**src/rtl/bit_serializer.sv**
```systemverilog
// bit_serializer: feeds the sequence recognizer one bit per clock.
// Parallel words arrive over a valid/ready handshake and are shifted out on x.
// A one-word pending buffer lets consecutive words stream with no idle cycles.
// Between words x is held low and x_valid is low.
// Optional feature: define SERIAL_PARITY_EN to append a parity bit to every
// frame (even parity, or odd parity when PARITY_ODD=1).

module bit_serializer #(
  parameter int WIDTH      = 8,
  parameter bit MSB_FIRST  = 1'b1,
  parameter bit PARITY_ODD = 1'b0
) (
  input  logic             clk,
  input  logic             reset,
  input  logic [WIDTH-1:0] data_in,
  input  logic             load_valid,
  output logic             load_ready,
  output logic             x,
  output logic             x_valid,
  output logic             busy,
  output logic             word_done
);

`ifdef SERIAL_PARITY_EN
  localparam int FRAME = WIDTH + 1;
`else
  localparam int FRAME = WIDTH;
  // PARITY_ODD has no effect without the parity bit; it is kept for a uniform
  // parameter list across both builds.
  localparam bit unused_parity_odd = PARITY_ODD;
`endif
  localparam int CW = (FRAME > 1) ? $clog2(FRAME) : 1;

  localparam logic [0:0] IDLE  = 1'b0;
  localparam logic [0:0] SHIFT = 1'b1;

  logic [0:0]       state, state_nxt;
  logic [WIDTH-1:0] shift_reg, shift_nxt, shift_adv;
  logic [WIDTH-1:0] pend_reg, pend_nxt;
  logic             pend_full, pend_full_nxt;
  logic [CW-1:0]    count, count_nxt;
  logic             x_nxt, x_valid_nxt, word_done_nxt, busy_nxt;
  logic             transfer, last_bit, do_load;
  logic [WIDTH-1:0] load_word;
`ifdef SERIAL_PARITY_EN
  logic             par_reg, par_nxt;
`endif

  // Ready only reflects the pending buffer, so it never depends on load_valid.
  assign load_ready = !pend_full;

  // Next-state logic: the current bit is already on x; this picks what x,
  // the counter and the buffers hold after the coming edge.
  always_comb begin
    transfer      = load_valid && load_ready;
    last_bit      = (count == CW'(FRAME - 1));
    shift_adv     = MSB_FIRST ? (shift_reg << 1) : (shift_reg >> 1);
    state_nxt     = state;
    shift_nxt     = shift_reg;
    pend_nxt      = pend_reg;
    pend_full_nxt = pend_full;
    count_nxt     = count;
    x_nxt         = x;
    word_done_nxt = word_done;
    do_load       = 1'b0;
    load_word     = data_in;
`ifdef SERIAL_PARITY_EN
    par_nxt       = par_reg;
`endif
    case (state)
      IDLE: begin
        if (transfer) begin
          do_load   = 1'b1;
          load_word = data_in;
        end
      end
      SHIFT: begin
        if (!last_bit) begin
          count_nxt     = count + CW'(1);
          shift_nxt     = shift_adv;
          x_nxt         = MSB_FIRST ? shift_adv[WIDTH-1] : shift_adv[0];
`ifdef SERIAL_PARITY_EN
          if (count == CW'(WIDTH - 1)) begin
            x_nxt = par_reg;
          end
`endif
          word_done_nxt = (count == CW'(FRAME - 2));
          if (transfer) begin
            pend_nxt      = data_in;
            pend_full_nxt = 1'b1;
          end
        end else if (pend_full) begin
          do_load       = 1'b1;
          load_word     = pend_reg;
          pend_full_nxt = 1'b0;
        end else if (transfer) begin
          do_load   = 1'b1;
          load_word = data_in;
        end else begin
          state_nxt     = IDLE;
          shift_nxt     = '0;
          count_nxt     = '0;
          x_nxt         = 1'b0;
          word_done_nxt = 1'b0;
        end
      end
      default: begin
        state_nxt = IDLE;
        x_nxt     = 1'b0;
      end
    endcase

    if (do_load) begin
      state_nxt     = SHIFT;
      shift_nxt     = load_word;
      count_nxt     = '0;
      x_nxt         = MSB_FIRST ? load_word[WIDTH-1] : load_word[0];
      word_done_nxt = 1'b0;
`ifdef SERIAL_PARITY_EN
      par_nxt       = (^load_word) ^ PARITY_ODD;
`endif
    end

    x_valid_nxt = (state_nxt == SHIFT);
    busy_nxt    = x_valid_nxt || pend_full_nxt;
  end

  // State and registered outputs; reset discards any frame in flight.
  always_ff @(posedge clk or negedge reset) begin
    if (!reset) begin
      state     <= IDLE;
      shift_reg <= '0;
      pend_reg  <= '0;
      pend_full <= 1'b0;
      count     <= '0;
      x         <= 1'b0;
      x_valid   <= 1'b0;
      word_done <= 1'b0;
      busy      <= 1'b0;
`ifdef SERIAL_PARITY_EN
      par_reg   <= 1'b0;
`endif
    end else begin
      state     <= state_nxt;
      shift_reg <= shift_nxt;
      pend_reg  <= pend_nxt;
      pend_full <= pend_full_nxt;
      count     <= count_nxt;
      x         <= x_nxt;
      x_valid   <= x_valid_nxt;
      word_done <= word_done_nxt;
      busy      <= busy_nxt;
`ifdef SERIAL_PARITY_EN
      par_reg   <= par_nxt;
`endif
    end
  end

endmodule

```
**config.mk**
```make
export PLATFORM = sky130hd
export DESIGN_NAME = bit_serializer
export DESIGN_NICKNAME = d
export VERILOG_FILES = /design/src/rtl/bit_serializer.sv
export SDC_FILE = /design/constraint.sdc
export NUM_CORES = 1
export LEC_CHECK = 0
export ABC_AREA = 1
export CORE_MARGIN = 2
export CORE_UTILIZATION = 50
export DETAILED_ROUTE_END_ITERATION = 10
export MAX_ROUTING_LAYER = met4
export PLACE_DENSITY_LB_ADDON = 0.08
export SETUP_SLACK_MARGIN = 0.4
export SLEW_MARGIN = 40
export SYNTH_ARGS = -nofsm -noshare
export SYNTH_HDL_FRONTEND = slang
export SYNTH_SLANG_ARGS = --single-unit
```
**constraint.sdc**
```tcl
create_clock -name clk -period 4 [get_ports clk]
set_clock_uncertainty 0.05 [all_clocks]
set_input_delay 0.8 -clock clk [delete_from_list [all_inputs] [get_ports clk]]
set_output_delay 0.8 -clock clk [all_outputs]
set_load 0.03 [all_outputs]
```
# Word level (Yosys, flattened, before mapping)
# Cells that the tools add are included.
[totals] reg_bits=23 in_bits=11 output_inout_bits=5
[op_classes] n_addsub=1 eq_ne=4 muxes=31 bitwise_logic=2 n_reduce_logical=6
[ops] cell="2-to-1 mux 7 bit" count=5
[ops] cell="2-to-1 mux 1 bit" count=17
[ops] cell="2-to-1 mux 8 bit" count=2
[ops] cell="one-hot mux 8 bit (2 select lines)" count=1
[ops] cell="2-to-1 mux 3 bit" count=5
[ops] cell="== test 3 bit (second input constant)" count=2
[ops] cell="inequality test 3 x 2 -> 1 bit (second input constant)" count=2
[ops] cell="AND reduction 3 bit" count=2
[ops] cell="adder 3 x 1 -> 3 bit (second input constant)" count=1
[ops] cell="NOT 1 bit" count=2
[ops] cell="one-hot mux 1 bit (2 select lines)" count=1
[ops] cell="nonzero test 2 bit" count=1
[ops] cell="logical AND 1 bit" count=1
[ops] cell="logical NOT 1 bit" count=1
[ops] cell="logical OR 1 bit" count=1

# Longest topological paths before layout
[logic_depth] ltp_word=8 mapped_depth=11 depth_no_buf=10

# Worst setup path before layout
# No wires, ideal clock.
[synth_path] path_kind="flip-flop to flip-flop" start="register count[0]" end="register x" setup_time_ps=65 arrival_time_ps=1518 path_slack_ps=2367 path_stages_with_launch=12 cell_sequence="dfrtp_1 ha_1 ha_1 buf_6 inv_2 nand2_2 nand3_4 nand2_2 nand2_4 buf_12 nand2_2 nand2_1"
[synth_via] elab_chain_len=5
[synth_rtl] element="start: declaration" line_no="41" text="logic [CW-1:0] count, count_nxt;"
[synth_rtl] element="start signal: assignment" line_no="148" text="count <= count_nxt;"
[synth_rtl] element="== test 3 bit (*)" line_no="56" text="last_bit = (count == CW'(FRAME - 1));"
[synth_rtl] element="2-to-1 mux 1 bit" line_no="78" text="if (!last_bit) begin"
[synth_rtl] element="one-hot mux 1 bit (2 select lines)" line_no="70" text="case (state)"
[synth_rtl] element="inequality test 3 x 2 -> 1 bit (no line) or nonzero test 2 bit (tied branches)"
[synth_rtl] element="AND reduction 3 bit (no line)"
[synth_rtl] element="end signal: assignment" line_no="149" text="x <= x_nxt;"
[synth_rtl] element="end: declaration" line_no="18" text="output logic x,"
# Every way passes the cells marked *; elsewhere a longest branch is shown, timed or not. The select of a mux whose other input is x is not followed.
# A chain may end at the register's enable or synchronous reset.

==> impl_results.md <==
- Peak Freq: 377 MHz
- Slew headroom: 62.8%
- I/O pin count: 16
- Comb pwr share: 45.7%
- First-pass GRT wire length: 4430 um
- Core area: 2520 um^2
- Vias/cell: 5.08
- Maximum vdd drop: 0.000489 V
- Area share of the largest cell type after synthesis: 42.3%
- Psw: 0.404 mW
- TritonCTS Buffers: 3
- PortBufs: 15
- Most used DFF post-synth: dfrtp_1
- Most numerous cell in the Yosys netlist: nand2_1
- LEAKAGE: 0.795 nW
- Area growth syn-to-layout: 10.0%
- Total grt overflow: 0
- Final Cycle Share: 66.4%
- PwrDens: 625 nW/um^2
- Worst Setup End Kind: output port
- Max reg flops: 8
- Area of the multi-input gates: 606 um^2
- Number of nets still failing antenna checks after routing: 0
- GRT Overall Usage: 17.9%
- Vias in the first global route: 1,064
- Setup TNS Final: 0 ps
- Sequential standard cell area: 576 um^2
- Startpoint types: flop
- Synth top cells by count: nand2_1 (51), dfrtp_1 (23), inv_1 (19), nand3_1 (14), o21ai_0 (11)
- Final wirelength: 2450 um
- Status: complete, no violations
- Post-synth cell types: 21
- Synth Cell Area: 1360 um^2
- Post-synth ARST share: 100%
- Rows: 18
- Clk sinks: 23
- Max cap viols: 0
- # DRC: 0
- Sw frac: 43.2%
- Yosys warns: 0
- Reg-to-Reg End: x
- Post_cts resized: 0
- CP top delay family: buffers and inverters
- Die X: 56.2 um
- H-tree depth: 1
- Post CTS Setup Buffer Count: 0
- Arr. time, crit path: 1800 ps
- Sequential fraction of the synthesis area: 42.3%
- Bufs on Longest Clock Path: 2
- Via count: 1,062
- Layout Utilization: 59.3%
- Total buffers and inverters traversed by the critical path: 1
- Fillcell total: 234
- Post-Syn Nets: 181
- Slowest-stage cell, CP: clkdlybuf4s50_1
- Worst setup path startpoint: state
- Total power: 0.936 mW
- Largest net degree at the start of global routing: 24
- Yosys reg bits: 23
- RD Place Congestion: 0.786
- Final HPWL DP: 1760 um
- Starting density of the core: 53.9%
- CP max FO: 13
- Clk slew on worst S/H paths: 130 ps
- R2r worst-path depth: 10
- Flop-to-flop setup slack: 1960 ps
- Area contributors post-synth: dfrtp_1 (42%), nand2_1 (14%), inv_1 (5.2%)
- Worst path cell trace: clkdlybuf4s50_1
- Post-layout nets: 195
- Fin. max-slew vios: 0
- CTS tree: yes
- 1st-iter DRT viols: 23
- Tightest Pin Transition: 558 ps
- Setup CP Type: reg2out
- Crit path required time: 3150 ps
- Worst-Skew Late Latency: 310 ps
- Reg2Reg Launch Point: count[0]
- Min Clock Period, post-route: 2650 ps
- Die area: 3150 um^2
- Hold_buf cts: 0
- P_int: 0.532 mW
- Count of final setup violators: 0
- Synthesized instance count: 166
- Diodes inserted: 0
- EDFF count, synth: 0
- Wirelength per Cell: 11.7 um
- Root buffer cell: clkbuf_4
- Clock power frac: 11.6%
- Die H: 56.2 um
- Layout cells sized above 1: 17.9%
- Endpoints failing hold: 0
- Dominant cell type by area after synthesis: dfrtp_1
- Syn_area_per_cell: 8.19 um^2
- Flop pwr share: 42.7%
- Slowest stage delay, CP: 780 ps
- RSZ-0062 raised after global routing: false
- Initial antenna violation count: 0
- Worst hold path type: in2async
- 1st-pass router iterations: 4
logic make-up (layout without fill, tap and decap cells):
logic type | count (synthesis) | after routing | synth area share, %
adder cells (fa/ha/maj) | 4 | 4 | 3.68
buffers and inverters | 33 | 46 | 13.2
AND/OR/NAND/NOR | 91 | 91 | 34.8
AO/OA/AOI/OAI | 15 | 15 | 6.07
flip-flops | 23 | 23 | 42.3
layer usage:
layer | global-route usage [%] | wire [um]
met1 | 21.9 | 1150
met4 | 6.12 | 52
met5 | - | 0
met3 | 2.09 | 71
met2 | 30.4 | 1170
layout make-up:
| type | instances | area share [%] |
|---|---|---|
| sequential | 23 | 38.5 |
| inverter | 27 | 7.11 |
| multi-input combinational | 110 | 40.5 |
| timing repair buffer | 15 | 9.70 |
| tap | 30 | 2.51 |
| clock buffer | 4 | 1.76 |
layout by cell type, fill, tap and decap left out:
master           synthesis  routed
nand3_2                  1       1
nand3_4                  2       2
nand2_4                  3       3
inv_2                    7       7
clkbuf_4                 0       3
buf_2                    0       1
o21ai_0                 11      11
nor2_4                   2       2
o21ai_1                  1       1
nand4_1                  7       7
nand3_1                 14      14
nand2_1                 51      51
o21ai_2                  2       2
a21oi_1                  1       1
nand2_2                 10      10
dfrtp_1                 23      23
inv_1                   19      19
clkdlybuf4s50_1          0      14
inv_6                    1       1
clkbuf_1                 0       1
ha_1                     4       4
nor2_1                   1       1
power groups by stage:
stage / Sequential [mW] / Combinational (mW) / Clock (mW)
floorplan: 0.398 / 0.351 / 0
global placement: 0.400 / 0.421 / 0
detailed placement: 0.404 / 0.433 / 0
CTS: 0.399 / 0.436 / 0.112
global route: 0.414 / 0.499 / 0.120
finish: 0.400 / 0.428 / 0.108
worst max path at each step:
stage                          to  slack [ps]  depth (start not counted)
after floorplan                 x        2370                         11
after global placement          x        1730                          9
after detailed placement        x        1690                          9
after CTS                 x_valid        1350                          1
after global routing      x_valid        1280                          1
final                     x_valid        1350                          1
stage by stage:
step                      cell area (um^2)  instances  worst slack (ps)  hold slack (ps)
final                                 1500        209              1350              395
after global routing                  1500        209              1280              436
after CTS                             1500        209              1350              414
after detailed placement              1470        205              1690              425
after global placement                1480        205              1730              417
after floorplan                       1360        166              2370              398
(Power assumes the default switching activity.)
